==> src/rtl/eth_tx_arbiter_pkg.sv <==
// ----------------------------------------------------------------------------
// eth_tx_arbiter_pkg
// Shared constants, types and helpers for the Ethernet Tx arbiter.
//   - Requester indices (REQ_RESP, REQ_FWD, REQ_STATUS) and vector widths.
//   - Arbiter state encoding (arb_state_e).
//   - Helpers: round-robin index stepping, one-hot to index, saturating
//     timer increment.
// ----------------------------------------------------------------------------
package eth_tx_arbiter_pkg;

    localparam int unsigned NUM_REQ    = 3;
    localparam int unsigned REQ_RESP   = 0;
    localparam int unsigned REQ_FWD    = 1;
    localparam int unsigned REQ_STATUS = 2;

    localparam int unsigned TIMER_W    = 12;
    localparam int unsigned PKT_W      = 8;

    typedef logic [1:0] req_idx_t;

    typedef enum logic [1:0] {
        StIdle   = 2'd0,
        StStart  = 2'd1,
        StActive = 2'd2,
        StGap    = 2'd3
    } arb_state_e;

    // Index visited at step 'offset' of a search that starts just after 'last'.
    function automatic req_idx_t rr_index(input req_idx_t last, input int unsigned offset);
        int unsigned sum;
        sum = 32'(last) + 32'd1 + offset;
        return req_idx_t'(sum % NUM_REQ);
    endfunction

    function automatic req_idx_t onehot_to_idx(input logic [NUM_REQ-1:0] oh);
        req_idx_t idx;
        idx = '0;
        for (int unsigned i = 0; i < NUM_REQ; i++) begin
            if (oh[i]) begin
                idx = req_idx_t'(i);
            end
        end
        return idx;
    endfunction

    // Timers stick at all-ones rather than wrapping back to zero.
    function automatic logic [TIMER_W-1:0] timer_inc(input logic [TIMER_W-1:0] t);
        return (&t) ? t : t + 1'b1;
    endfunction

endpackage

==> src/rtl/eth_tx_arbiter_if.sv <==
// ----------------------------------------------------------------------------
// eth_tx_arbiter_if
// Bundles the arbiter request/grant and Tx status signals.
//   master (requesters / MAC side): drives req, resp_priority, tx_active,
//                                   clear_errors; observes the rest.
//   slave  (arbiter):               drives grant, send_start, is_forward,
//                                   start_timeout_err, frame_timeout_err,
//                                   pkt_count.
// ----------------------------------------------------------------------------
interface eth_tx_arbiter_if;
    import eth_tx_arbiter_pkg::*;

    logic [NUM_REQ-1:0] req;
    logic               resp_priority;
    logic               tx_active;
    logic               clear_errors;

    logic [NUM_REQ-1:0] grant;
    logic               send_start;
    logic               is_forward;
    logic               start_timeout_err;
    logic               frame_timeout_err;
    logic [PKT_W-1:0]   pkt_count;

    modport master (
        output req,
        output resp_priority,
        output tx_active,
        output clear_errors,
        input  grant,
        input  send_start,
        input  is_forward,
        input  start_timeout_err,
        input  frame_timeout_err,
        input  pkt_count
    );

    modport slave (
        input  req,
        input  resp_priority,
        input  tx_active,
        input  clear_errors,
        output grant,
        output send_start,
        output is_forward,
        output start_timeout_err,
        output frame_timeout_err,
        output pkt_count
    );

endinterface

==> src/rtl/eth_rr_picker.sv <==
// ----------------------------------------------------------------------------
// eth_rr_picker
// Combinational winner selection for the Tx arbiter.
//   i_req           : level requests, one bit per requester
//   i_last_grant    : index of the most recent grant (round-robin pointer)
//   i_resp_priority : when set, a pending response request always wins
//   o_grant         : one-hot winner, zero when nothing is requested
// ----------------------------------------------------------------------------
module eth_rr_picker
    import eth_tx_arbiter_pkg::*;
(
    input  logic [NUM_REQ-1:0] i_req,
    input  req_idx_t           i_last_grant,
    input  logic               i_resp_priority,
    output logic [NUM_REQ-1:0] o_grant
);

    req_idx_t w_idx;
    logic     w_found;

    always_comb begin
        o_grant = '0;
        w_idx   = '0;
        w_found = 1'b0;
        if (i_resp_priority && i_req[REQ_RESP]) begin
            o_grant[REQ_RESP] = 1'b1;
        end else begin
            // First requester found walking upward from last_grant+1, with wrap.
            for (int unsigned k = 0; k < NUM_REQ; k++) begin
                w_idx = rr_index(i_last_grant, k);
                if (!w_found && i_req[w_idx]) begin
                    o_grant[w_idx] = 1'b1;
                    w_found        = 1'b1;
                end
            end
        end
    end

endmodule

==> src/rtl/eth_tx_arbiter.sv <==
// ----------------------------------------------------------------------------
// eth_tx_arbiter
// Grants one of three Tx requesters access to the real-time Ethernet
// transmitter, supervises the frame via tx_active and enforces an
// inter-packet gap before the next grant.
//   clk      : single clock
//   reset    : asynchronous, active-high
//   arb_if   : slave modport of eth_tx_arbiter_if
//              in : req[2:0], resp_priority, tx_active, clear_errors
//              out: grant[2:0] (one-hot, held for the frame), send_start
//                   (pulse on first grant cycle), is_forward, sticky
//                   start_timeout_err / frame_timeout_err, pkt_count[7:0]
// Parameters:
//   IPG_CYCLES    : idle clocks (grant=0) spent in GAP after each frame
//   START_TIMEOUT : clocks allowed from grant to tx_active rising
//   FRAME_TIMEOUT : clocks tx_active may stay high per frame
// ----------------------------------------------------------------------------
module eth_tx_arbiter
    import eth_tx_arbiter_pkg::*;
#(
    parameter int unsigned IPG_CYCLES    = 12,
    parameter int unsigned START_TIMEOUT = 64,
    parameter int unsigned FRAME_TIMEOUT = 2048
) (
    input  logic            clk,
    input  logic            reset,
    eth_tx_arbiter_if.slave arb_if
);

    localparam logic [TIMER_W-1:0] START_LIMIT = TIMER_W'(START_TIMEOUT - 1);
    localparam logic [TIMER_W-1:0] FRAME_LIMIT = TIMER_W'(FRAME_TIMEOUT - 1);
    localparam logic [TIMER_W-1:0] GAP_LOAD    = TIMER_W'(IPG_CYCLES - 1);

    arb_state_e         r_state;
    logic [NUM_REQ-1:0] r_grant;
    logic               r_send_start;
    logic               r_is_forward;
    logic               r_start_err;
    logic               r_frame_err;
    logic [PKT_W-1:0]   r_pkt_count;
    logic [TIMER_W-1:0] r_timer;
    logic [TIMER_W-1:0] r_gap_cnt;
    req_idx_t           r_last_grant;

    logic [NUM_REQ-1:0] w_pick;

    eth_rr_picker u_picker (
        .i_req           (arb_if.req),
        .i_last_grant    (r_last_grant),
        .i_resp_priority (arb_if.resp_priority),
        .o_grant         (w_pick)
    );

    always_ff @(posedge clk or posedge reset) begin
        if (reset) begin
            r_state      <= StIdle;
            r_grant      <= '0;
            r_send_start <= 1'b0;
            r_is_forward <= 1'b0;
            r_start_err  <= 1'b0;
            r_frame_err  <= 1'b0;
            r_pkt_count  <= '0;
            r_timer      <= '0;
            r_gap_cnt    <= '0;
            // Pointer at the last index so the first search begins at index 0.
            r_last_grant <= req_idx_t'(REQ_STATUS);
        end else begin
            r_send_start <= 1'b0;

            // Clears are scheduled first so an error set below in the same
            // cycle overrides them.
            if (arb_if.clear_errors) begin
                r_start_err <= 1'b0;
                r_frame_err <= 1'b0;
            end

            case (r_state)
                StIdle: begin
                    if (|arb_if.req) begin
                        r_grant      <= w_pick;
                        r_is_forward <= w_pick[REQ_FWD];
                        r_send_start <= 1'b1;
                        r_timer      <= '0;
                        r_last_grant <= onehot_to_idx(w_pick);
                        r_state      <= StStart;
                    end
                end

                StStart: begin
                    if (arb_if.tx_active) begin
                        r_timer <= '0;
                        r_state <= StActive;
                    end else if (r_timer == START_LIMIT) begin
                        r_start_err  <= 1'b1;
                        r_grant      <= '0;
                        r_is_forward <= 1'b0;
                        r_gap_cnt    <= GAP_LOAD;
                        r_state      <= StGap;
                    end else begin
                        r_timer <= timer_inc(r_timer);
                    end
                end

                StActive: begin
                    // A normal end of frame takes precedence over the timeout.
                    if (!arb_if.tx_active) begin
                        r_pkt_count  <= r_pkt_count + 1'b1;
                        r_grant      <= '0;
                        r_is_forward <= 1'b0;
                        r_gap_cnt    <= GAP_LOAD;
                        r_state      <= StGap;
                    end else if (r_timer == FRAME_LIMIT) begin
                        r_frame_err  <= 1'b1;
                        r_grant      <= '0;
                        r_is_forward <= 1'b0;
                        r_gap_cnt    <= GAP_LOAD;
                        r_state      <= StGap;
                    end else begin
                        r_timer <= timer_inc(r_timer);
                    end
                end

                StGap: begin
                    if (r_gap_cnt == '0) begin
                        r_state <= StIdle;
                    end else begin
                        r_gap_cnt <= r_gap_cnt - 1'b1;
                    end
                end

                default: begin
                    r_grant      <= '0;
                    r_is_forward <= 1'b0;
                    r_state      <= StIdle;
                end
            endcase
        end
    end

    assign arb_if.grant             = r_grant;
    assign arb_if.send_start        = r_send_start;
    assign arb_if.is_forward        = r_is_forward;
    assign arb_if.start_timeout_err = r_start_err;
    assign arb_if.frame_timeout_err = r_frame_err;
    assign arb_if.pkt_count         = r_pkt_count;

endmodule

==> src/flat_wrapper.sv <==
// flat-port wrapper written by rule: the top's interface ports become plain ports
module eth_tx_arbiter_flat import eth_tx_arbiter_pkg::*;
#(
    parameter int unsigned IPG_CYCLES    = 12,
    parameter int unsigned START_TIMEOUT = 64,
    parameter int unsigned FRAME_TIMEOUT = 2048
)
  (clk, reset, arb_if_req, arb_if_resp_priority, arb_if_tx_active, arb_if_clear_errors, arb_if_grant, arb_if_send_start, arb_if_is_forward, arb_if_start_timeout_err, arb_if_frame_timeout_err, arb_if_pkt_count);
  eth_tx_arbiter_if arb_if_i ();
  input  logic clk;
  input  logic reset;
  input wire logic [$bits(arb_if_i.req)-1:0] arb_if_req;
  input wire logic [$bits(arb_if_i.resp_priority)-1:0] arb_if_resp_priority;
  input wire logic [$bits(arb_if_i.tx_active)-1:0] arb_if_tx_active;
  input wire logic [$bits(arb_if_i.clear_errors)-1:0] arb_if_clear_errors;
  output wire logic [$bits(arb_if_i.grant)-1:0] arb_if_grant;
  output wire logic [$bits(arb_if_i.send_start)-1:0] arb_if_send_start;
  output wire logic [$bits(arb_if_i.is_forward)-1:0] arb_if_is_forward;
  output wire logic [$bits(arb_if_i.start_timeout_err)-1:0] arb_if_start_timeout_err;
  output wire logic [$bits(arb_if_i.frame_timeout_err)-1:0] arb_if_frame_timeout_err;
  output wire logic [$bits(arb_if_i.pkt_count)-1:0] arb_if_pkt_count;
  assign arb_if_i.req = arb_if_req;
  assign arb_if_i.resp_priority = arb_if_resp_priority;
  assign arb_if_i.tx_active = arb_if_tx_active;
  assign arb_if_i.clear_errors = arb_if_clear_errors;
  assign arb_if_grant = arb_if_i.grant;
  assign arb_if_send_start = arb_if_i.send_start;
  assign arb_if_is_forward = arb_if_i.is_forward;
  assign arb_if_start_timeout_err = arb_if_i.start_timeout_err;
  assign arb_if_frame_timeout_err = arb_if_i.frame_timeout_err;
  assign arb_if_pkt_count = arb_if_i.pkt_count;
  eth_tx_arbiter #(.IPG_CYCLES(IPG_CYCLES), .START_TIMEOUT(START_TIMEOUT), .FRAME_TIMEOUT(FRAME_TIMEOUT)) u_core (.clk(clk), .reset(reset), .arb_if(arb_if_i));
endmodule
==> config.mk <==
export PLATFORM = sky130hd
export DESIGN_NAME = eth_tx_arbiter_flat
export DESIGN_NICKNAME = d
export VERILOG_FILES = /design/src/rtl/eth_tx_arbiter_pkg.sv /design/src/rtl/eth_tx_arbiter_if.sv /design/src/rtl/eth_rr_picker.sv /design/src/rtl/eth_tx_arbiter.sv /design/src/flat_wrapper.sv
export SDC_FILE = /design/constraint.sdc
export NUM_CORES = 1
export LEC_CHECK = 0
export BUFFER_PORTS_ARGS = -buffer_cell sky130_fd_sc_hd__buf_2
export CAP_MARGIN = 20
export CELL_PAD_IN_SITES_DETAIL_PLACEMENT = 1
export CELL_PAD_IN_SITES_GLOBAL_PLACEMENT = 1
export CORE_ASPECT_RATIO = 1.5
export CORE_UTILIZATION = 46
export DETAILED_ROUTE_END_ITERATION = 12
export PLACE_DENSITY_LB_ADDON = 0.1
export SLEW_MARGIN = 40
export SYNTH_ARGS = -nofsm -noshare
export SYNTH_HDL_FRONTEND = slang
export SYNTH_SLANG_ARGS = --single-unit
==> constraint.sdc <==
create_clock -name clk -period 3.6 [get_ports clk]
set_input_delay 0.54 -clock clk [delete_from_list [all_inputs] [get_ports clk]]
set_output_delay 0.54 -clock clk [all_outputs]
set_load 0.02 [all_outputs]
== Word level (Yosys, flattened, before mapping) ==
Cells that the tools add are included.

* Add/subtract/negate cells: 6
* Divide/modulo/power cells: 3
* Magnitude comparators: 6
* Equal/unequal tests: 15
* Mux-type cells: 67
* Bitwise operators: 3
* Reductions and logical operators: 20

{| class="wikitable"
|+ Operators with widths
! cell !! count
|-
| 12-bit two-way mux || 11
|-
| 32-bit by 2-bit remainder unit with 32-bit output, second input constant || 3
|-
| 12-bit one-hot mux with 3 select lines || 2
|-
| 32-bit by 1-bit adder with 32-bit output, second input constant || 1
|-
| 3-bit two-way mux || 10
|-
| 1-bit two-way mux || 27
|-
| 2-bit two-way mux || 8
|-
| 5-bit AND reduction || 3
|-
| 12-bit by 1-bit adder with 12-bit output, second input constant || 1
|-
| 12-bit by 11-bit equality test with 1-bit output, second input constant || 1
|-
| 12-bit by 6-bit equality test with 1-bit output, second input constant || 1
|-
| 12-bit zero test || 1
|-
| 12-bit AND reduction || 1
|-
| 12-bit by 1-bit subtractor with 12-bit output, second input constant || 1
|-
| 2-bit by 3-bit less-than comparator with 1-bit output, second input constant || 3
|-
| 3-bit one-hot mux with 3 select lines || 1
|-
| 8-bit by 1-bit adder with 8-bit output, second input constant || 1
|-
| 2-bit != test, second input constant || 4
|-
| 2-bit one-hot mux with 4 select lines || 1
|-
| 1-bit binary-select mux with 2-bit select || 3
|-
| 1-bit demux with 2-bit select || 3
|-
| 2-bit by 1-bit >= comparator with 1-bit output, second input constant || 3
|-
| 1-bit logical AND || 6
|-
| 2-bit by 1-bit != test with 1-bit output, second input constant || 3
|-
| 15 further kinds || 21
|}

* Flip-flop bits (word level): 43
* Input port bits: 8
* Word-level logic and storage cells: 130

== Longest topological paths before layout ==
Gate-level depths: netlist of the first run.

* Word-level depth: 16
* Mapped depth: 10

== By module ==
From an unflattened synthesis of the first run, not the netlist that was laid out.

* Cell total of the unflattened synthesis: 284
* Area, all modules: 2698.8 um2

{| class="wikitable"
|+ By module, submodules not included
! module !! times used !! cells each !! area an instance (um2)
|-
| eth_tx_arbiter || 1 || 246 || 2424.8
|-
| eth_rr_picker || 1 || 38 || 274.0
|}

== Worst setup path after synthesis of the first run ==
No wires, ideal clock.

* Path type: reg-to-reg
* Start: register u_core.r_state[0]
* End: register u_core.r_timer[2]
* Library setup time: 0.130 ns
* Arrival: 2.434 ns
* Setup slack: 1.037 ns
* Cell stages (with the launch flop): 11
* Cell sequence: dfrtp_1 -> inv_1 -> ha_1 -> clkbuf_1 -> nor2b_1 -> clkbuf_1 -> or3_1 -> a211oi_1 -> and2_0 -> clkbuf_1 -> nor4_1

* Word-level cells in the longest chain between the ends: 3
* Elaborated cells on any way between the ends: 10

{| class="wikitable"
|+ Ends and longest elaborated chain
! element !! line !! text
|-
| from (decl) || eth_tx_arbiter.sv:34 || <nowiki>arb_state_e r_state;</nowiki>
|-
| from (signal assigned) || eth_tx_arbiter.sv:56 || <nowiki>r_state <= StIdle;</nowiki>
|-
| from (signal assigned) || eth_tx_arbiter.sv:85 || <nowiki>r_state <= StStart;</nowiki>
|-
| from (signal assigned) || eth_tx_arbiter.sv:92 || <nowiki>r_state <= StActive;</nowiki>
|-
| 2-bit by 1-bit equality test with 1-bit output, or another cell as far along || eth_tx_arbiter.sv:77 || <nowiki>case (r_state)</nowiki>
|-
| 3-bit != test (no source line), or another cell as far along || n/a ||
|-
| 5-bit AND reduction (no source line) || n/a ||
|-
| to (signal assigned) || eth_tx_arbiter.sv:100 || <nowiki>r_timer <= timer_inc(r_timer);</nowiki>
|-
| to (signal assigned) || eth_tx_arbiter.sv:119 || <nowiki>r_timer <= timer_inc(r_timer);</nowiki>
|-
| to (decl) || eth_tx_arbiter.sv:41 || <nowiki>logic [TIMER_W-1:0] r_timer;</nowiki>
|}

Several ways; a longest one is shown, not always the timed one.
A chain may end at the register's enable or synchronous reset.

== Worst setup path in the final report of the first run ==
Same ends and word-level chain as after synthesis.

==> flow_metrics.py, run 1 <==
metrics = {
    "sta": {
        "finalClockSkew_ns": 0.00990,
        "tns_ns": 0,
        "hold_violations": 0,
        "setup_viol_count_final": 0,
        "rsz0062_at_grt": "no",
        "drv_slew": 0,
        "relSlewSlack": 0.474,
        "min_period_ns": 2.84,
        "max_slew.worst_pin.slew_ns": 0.784,
        "max_freq_mhz": 352,
        "fin_crit_sh": 0.789,
    },
    "grt": {
        "antenna_found_initial": 0,
        "grt_pass1_vias": 2310,
        "grt_overflow": 0,
        "grt_max_degree": 43,
        "grt_usage": 0.247,
        "grt_pass1_wl_um": 11500,
    },
    "yosys": {
        "synth_top_family_by_area": "simple AND/OR/NAND/NOR gates",
        "synth_area_per_cell_um2": 9.52,
        "yosysMostFrequentCell": "dfrtp_1",
        "yosys.area_share.simple": 0.217,
        "synthMuxAreaShare": 0.0286,
        "syn_nets": 291,
        "synth_seq_cells": 42,
        "synth_common_cells": "41 x dfrtp_1, 20 x nor2_1, 16 x nand2_1, 14 x a21oi_1, 14 x inv_1",
        "yosysTopAreaCell": "dfrtp_1",
        "synth_top_area_frac": 0.397,
        "synth-xor-area-share": 0.0339,
        "synth_area_um2": 2580,
        "postSynthCellCount": 271,
        "synthFlopType": "dfrtp_1",
        "synth-compound-area-share": 0.216,
        "synth_seq_area_share": 0.408,
        "synthAdderAreaFrac": 0.0582,
        "ys_warn_count": 0,
        "synth.area.top_cells": "dfrtp_1 40%, ha_1 5.8%, o41ai_1 3.7%",
        "ys_async_sr_fraction": 1.00,
        "synth_edf_count": 0,
        "yosysUniqueCellTypes": 63,
    },
    "critical_path": {
        "reg2reg_depth": 7,
        "path_max_fanout": 8,
        "crit_arrival_ns": 3.01,
        "slowest_stage": "a211oi_1",
        "worstPathRequired_ns": 3.77,
        "reg2reg_from": "u_core.r_state[0]",
        "path_delay_family": "simple AND/OR/NAND/NOR gates",
        "crit_chain": "inv_1 -> ha_1 -> nor2b_1 -> or3_1 -> a211oi_1 -> and2_0 -> nor4_1",
        "critPathMaxStageDelay_ns": 0.70,
        "worstSetupPathType": "reg2reg",
        "startpoint_type": "flop",
        "end_kind": "flop",
        "crit_buf_inv": 1,
        "reg2reg_slack_ns": 0.76,
        "worstReg2RegEnd": "u_core.r_timer[2]",
    },
    "drt": {
        "drt_wl_total_um": 6670,
        "drt-vias-per-instance": 6.18,
        "via_count": 2244,
        "wl_per_cell_um": 18.4,
        "drt_iter0_markers": 120,
        "post-route-drc-count": 0,
        "antenna_left": 0,
        "dr.pass1.iters": 4,
    },
    "clock_network": {
        "cts_sinks": 42,
        "clkTransAtPathRegs_ns": 0.08,
        "cts_made_buffers": 5,
        "cts_htree_levels": 2,
        "cts_root_buf": "clkbuf_8",
        "post_cts_buffers": 0,
        "ctsLongestPathBuffers": 2,
        "postCtsResizedCells": 0,
        "cts_tree": "done",
        "clkLatencyLatePin_ns": 0.30,
        "ctsHoldBuffers": 0,
    },
    "die": {
        "die_area_um2": 5920,
        "num_io_pins": 23,
        "fp.coreArea_um2": 5450,
        "placementRows": 33,
        "initial_core_util": 0.474,
        "die_w_um": 63.2,
        "die_h_um": 93.7,
    },
    "final_layout": {
        "n_antenna_cell": 0,
        "drive_gt1_frac": 0.150,
        "finalInstanceArea_um2": 2870,
        "utilization": 0.527,
        "nets": 313,
        "area_growth_pct": 11.3,
    },
    "place": {
        "dp_hpwl_um": 4910,
        "place.gp.congestion": 0.802,
        "placed_cell_area_um2": 2760,
        "port_buffers": 22,
    },
    "power_and_ir_drop": {
        "ir_worst_vdd_v": 0.000322,
        "power_density_nw_per_um2": 702,
        "p_leak_nw": 1.29,
    },
    "min_path": {
        "hp-class": "in2async",
    },
    "outcome": {
        "status": "finished, final reports clean",
    },
    "flow_run": {
        "drv_cap": 0,
    },
}
-- stage by stage --
| stage | hold slack [ns] | total power, mW | worst slack [ns] | instances |
|---|---|---|---|---|
| 2_1_floorplan | 0.463 | 1.37 | 1.04 | 271 |
| 3_3_place_gp | 0.467 | 1.60 | 0.882 | 356 |
| 3_5_place_dp | 0.472 | 1.64 | 0.780 | 356 |
| 4_1_cts | 0.395 | 2.04 | 0.741 | 363 |
| 5_1_grt | 0.433 | 2.16 | 0.519 | 363 |
| 6_report | 0.375 | 2.02 | 0.758 | 363 |
-- routing by layer --
metal	share of wire	vias up	track usage	routed length, µm
met3	0.012	7	0.0316	81
met2	0.56	16	0.452	3720
li1	-	1078	-	-
met5	0	-	0	0
met4	0.014	0	0.0775	93
met1	0.42	1143	0.294	2770
-- sequential cells by signal, indices dropped and copies added (netlist names) --
signal,cells
u_core.r_gap_cnt,12
u_core.r_timer,12
u_core.arb_if.pkt_count,8
u_core.arb_if.grant,3
u_core.r_last_grant,2
u_core.r_state,2
u_core.arb_if.frame_timeout_err,1
u_core.arb_if.send_start,1
u_core.arb_if.start_timeout_err,1
-- power breakdown --
group / switching (mW) / internal [mW] / total, mW / leakage (nW)
combinational: 0.610 / 0.365 / 0.975 / 0.684
sequential: 0.0964 / 0.560 / 0.657 / 0.554
clock: 0.164 / 0.222 / 0.386 / 0.0573
total: 0.870 / 1.15 / 2.02 / 1.29
-- cells in the final DEF, fill, tap and decap left out, types with 4 or more instances in the layout --
master | netlist | layout
nand3_1 | 10 | 10
o31ai_1 | 7 | 7
o41ai_1 | 11 | 11
nor4_1 | 6 | 6
inv_1 | 14 | 13
nand4_1 | 4 | 4
xnor2_1 | 8 | 8
buf_4 | 1 | 4
buf_2 | 2 | 22
mux2i_1 | 4 | 4
o21ai_0 | 7 | 7
nand2_1 | 16 | 16
clkbuf_8 | 0 | 6
nor2_1 | 20 | 20
ha_1 | 12 | 12
and3_1 | 4 | 4
dfrtp_1 | 41 | 41
a21oi_1 | 14 | 14
nor3_1 | 10 | 10
-- worst max path at each step --
stage                     depth (start not counted)              start  slack (ns)                 to
after global routing                              7  u_core.r_state[0]        0.52  u_core.r_timer[2]
after CTS                                         7  u_core.r_state[0]        0.74  u_core.r_timer[2]
after global placement                            7  u_core.r_state[0]        0.88  u_core.r_timer[2]
after detailed placement                          7  u_core.r_state[0]        0.78  u_core.r_timer[2]
final                                             7  u_core.r_state[0]        0.76  u_core.r_timer[2]
after floorplan                                  10  u_core.r_state[0]        1.04  u_core.r_timer[2]
-- final cells by class --
class,count,area [µm²]
clock buffer,6,82.6
clock inverter,1,30.0
fill,689,2580
inverter,14,52.6
multi-input combinational,204,1430
sequential,42,1050
tap,70,87.6
timing repair buffer,26,140
-- worst reg2reg max path: stages, from the launching register on --
cell and delay (ns):
dfrtp_1 0.43, inv_1 0.10, ha_1 0.30, nor2b_1 0.26, or3_1 0.43, a211oi_1 0.70
and2_0 0.40, nor4_1 0.11
-- cell families (layout without fill, tap and decap cells) --
| group | after synthesis | after routing |
|---|---|---|
| mux | 7 | 7 |
| simple gates | 99 | 99 |
| buf+inv | 25 | 47 |
| xor+xnor | 10 | 10 |
| compound gates | 76 | 76 |
| fa+ha+maj | 12 | 12 |
| flops | 42 | 42 |
Power figures use the tool's default switching activity.
==> run 2, diff against run 1 <==
==> constraint.sdc (replaced) <==
create_clock -name clk -period 2.9 [get_ports clk]
set_input_delay 0.435 -clock clk [delete_from_list [all_inputs] [get_ports clk]]
set_output_delay 0.435 -clock clk [all_outputs]
set_load 0.02 [all_outputs]
==> run 2 against run 1 <==
Against the previous run:
- register-to-register slack worse by 0.46 ns
- first-iteration DRC count down 25%
- core utilization grew 1.1 points
- critical path depth is the same
- power is 30% higher
- maximum frequency increased by 9.2%
- hold slack worse by 0.13 ns
- count of clock-buffer cells in the layout is 1 lower
==> flow_metrics.py, run 2 (synthesis results as in run 1) <==
metrics = {
    "drt": {
        "drt_wl_total_um": 6380,
        "drt-vias-per-instance": 6.06,
        "drt_iter0_markers": 90,
        "wl_per_cell_um": 17.3,
        "post-route-drc-count": 0,
        "via_count": 2237,
        "dr.pass1.iters": 4,
        "antenna_left": 0,
    },
    "clock_network": {
        "clkLatencyLatePin_ns": 0.30,
        "cts_tree": "done",
        "ctsLongestPathBuffers": 2,
        "cts_sinks": 42,
        "cts_root_buf": "clkbuf_8",
        "ctsHoldBuffers": 0,
        "cts_made_buffers": 5,
        "cts_htree_levels": 2,
        "postCtsResizedCells": 0,
        "clkTransAtPathRegs_ns": 0.09,
        "post_cts_buffers": 0,
    },
    "sta": {
        "drv_slew": 0,
        "max_freq_mhz": 384,
        "hold_violations": 0,
        "tns_ns": 0,
        "whs_ns": 0.249,
        "fin_crit_sh": 0.897,
        "rsz0062_at_grt": "no",
        "min_period_ns": 2.60,
        "finalClockSkew_ns": 0.0129,
        "setup_viol_count_final": 0,
        "relSlewSlack": 0.529,
        "max_slew.worst_pin.slew_ns": 0.700,
    },
    "final_layout": {
        "final_cell_mix": "41 x dfrtp_1, 22 x buf_2, 20 x nor2_1",
        "instances_no_fill": 369,
        "ff_latch_area_um2": 1050,
        "drive_gt1_frac": 0.167,
        "fillCellCount": 652,
        "multi_input_area_um2": 1430,
        "nets": 318,
        "layout_commonest_cell": "dfrtp_1",
        "n_antenna_cell": 0,
        "area_growth_pct": 13.8,
        "finalInstanceArea_um2": 2940,
    },
    "power_and_ir_drop": {
        "p_leak_nw": 1.33,
        "power_density_nw_per_um2": 891,
        "total_power_mw": 2.62,
        "ir_worst_vdd_v": 0.000483,
    },
    "place": {
        "place.gp.congestion": 0.814,
        "dp_hpwl_um": 4660,
        "dp_cells": 361,
        "placed_cell_area_um2": 2800,
        "port_buffers": 22,
    },
    "min_path": {
        "hp-class": "in2async",
    },
    "critical_path": {
        "path_max_fanout": 6,
        "reg2reg_from": "u_core.r_state[1]",
        "worstSetupPathType": "reg2reg",
        "crit_arrival_ns": 2.79,
        "reg2reg_slack_ns": 0.30,
        "worstReg2RegEnd": "u_core.r_timer[2]",
        "end_kind": "flop",
        "reg2reg_depth": 7,
        "startpoint_type": "flop",
        "worstPathRequired_ns": 3.09,
    },
    "die": {
        "die_h_um": 93.7,
        "die_w_um": 63.2,
        "fp.coreArea_um2": 5450,
        "die_area_um2": 5920,
        "num_io_pins": 23,
        "initial_core_util": 0.474,
        "placementRows": 33,
    },
    "outcome": {
        "status": "finished, final reports clean",
    },
    "grt": {
        "grt_pass1_vias": 2278,
        "antenna_found_initial": 0,
        "grt_max_degree": 43,
        "grt_overflow": 0,
        "grt_pass1_wl_um": 10600,
        "grt_usage": 0.228,
    },
    "flow_run": {
        "drv_cap": 0,
    },
}
run 2: cell types whose count changed in the layout (fill, tap and decap cells not counted):
cell and change:
buf_4 +5, clkbuf_8 -1, bufinv_16 +1, clkinv_4 +1
run 2: metal layers:
metal / vias up / share of wire / GRT usage / wire [µm]
met5: - / 0 / 0 / 0
met4: 0 / 0.014 / 0.0756 / 90
met3: 7 / 0.015 / 0.0316 / 98
met2: 20 / 0.56 / 0.444 / 3550
met1: 1121 / 0.41 / 0.247 / 2640
li1: 1089 / - / - / -
run 2: power breakdown:
group | switching [mW] | total, mW | internal (mW)
Sequential | 0.119 | 0.815 | 0.696
Clock | 0.216 | 0.561 | 0.345
Combinational | 0.751 | 1.24 | 0.490
run 2: cell type report:
class                   instances  area share
multi-input cells             204       0.487
clock buffers                   5      0.0234
flip-flops and latches         42       0.358
clock inverters                 3      0.0234
well taps                      70      0.0298
inverters                      14      0.0179
repair buffers                 31      0.0605
run 2: worst max path at each step:
stage / from / endpoint / slack (ns) / cells past startpoint
after floorplan: u_core.r_state[0] / u_core.r_timer[2] / 0.34 / 10
after global placement: u_core.r_timer[6] / u_core.r_gap_cnt[9] / 0.50 / 5
final: u_core.r_state[1] / u_core.r_timer[2] / 0.30 / 7
after detailed placement: u_core.r_state[1] / u_core.r_timer[2] / 0.38 / 7
after global routing: u_core.r_state[1] / u_core.r_timer[2] / 0.11 / 7
after CTS: u_core.r_state[1] / u_core.r_timer[2] / 0.31 / 7
run 2: worst max-delay path, stage by stage (launching register included):
cell	delay, ns
dfrtp_1	0.45
inv_1	0.10
ha_1	0.23
or4b_1	0.47
nor4_2	0.44
a211oi_1	0.16
and2_0	0.30
nor4_1	0.34
run 2: metrics by stage:
| step | util | worst slack [ns] |
|---|---|---|
| after global routing | 0.539 | 0.105 |
| after global placement | 0.514 | 0.501 |
| after detailed placement | 0.514 | 0.384 |
| after floorplan | - | 0.337 |
| after CTS | 0.539 | 0.309 |
| final | 0.539 | 0.298 |
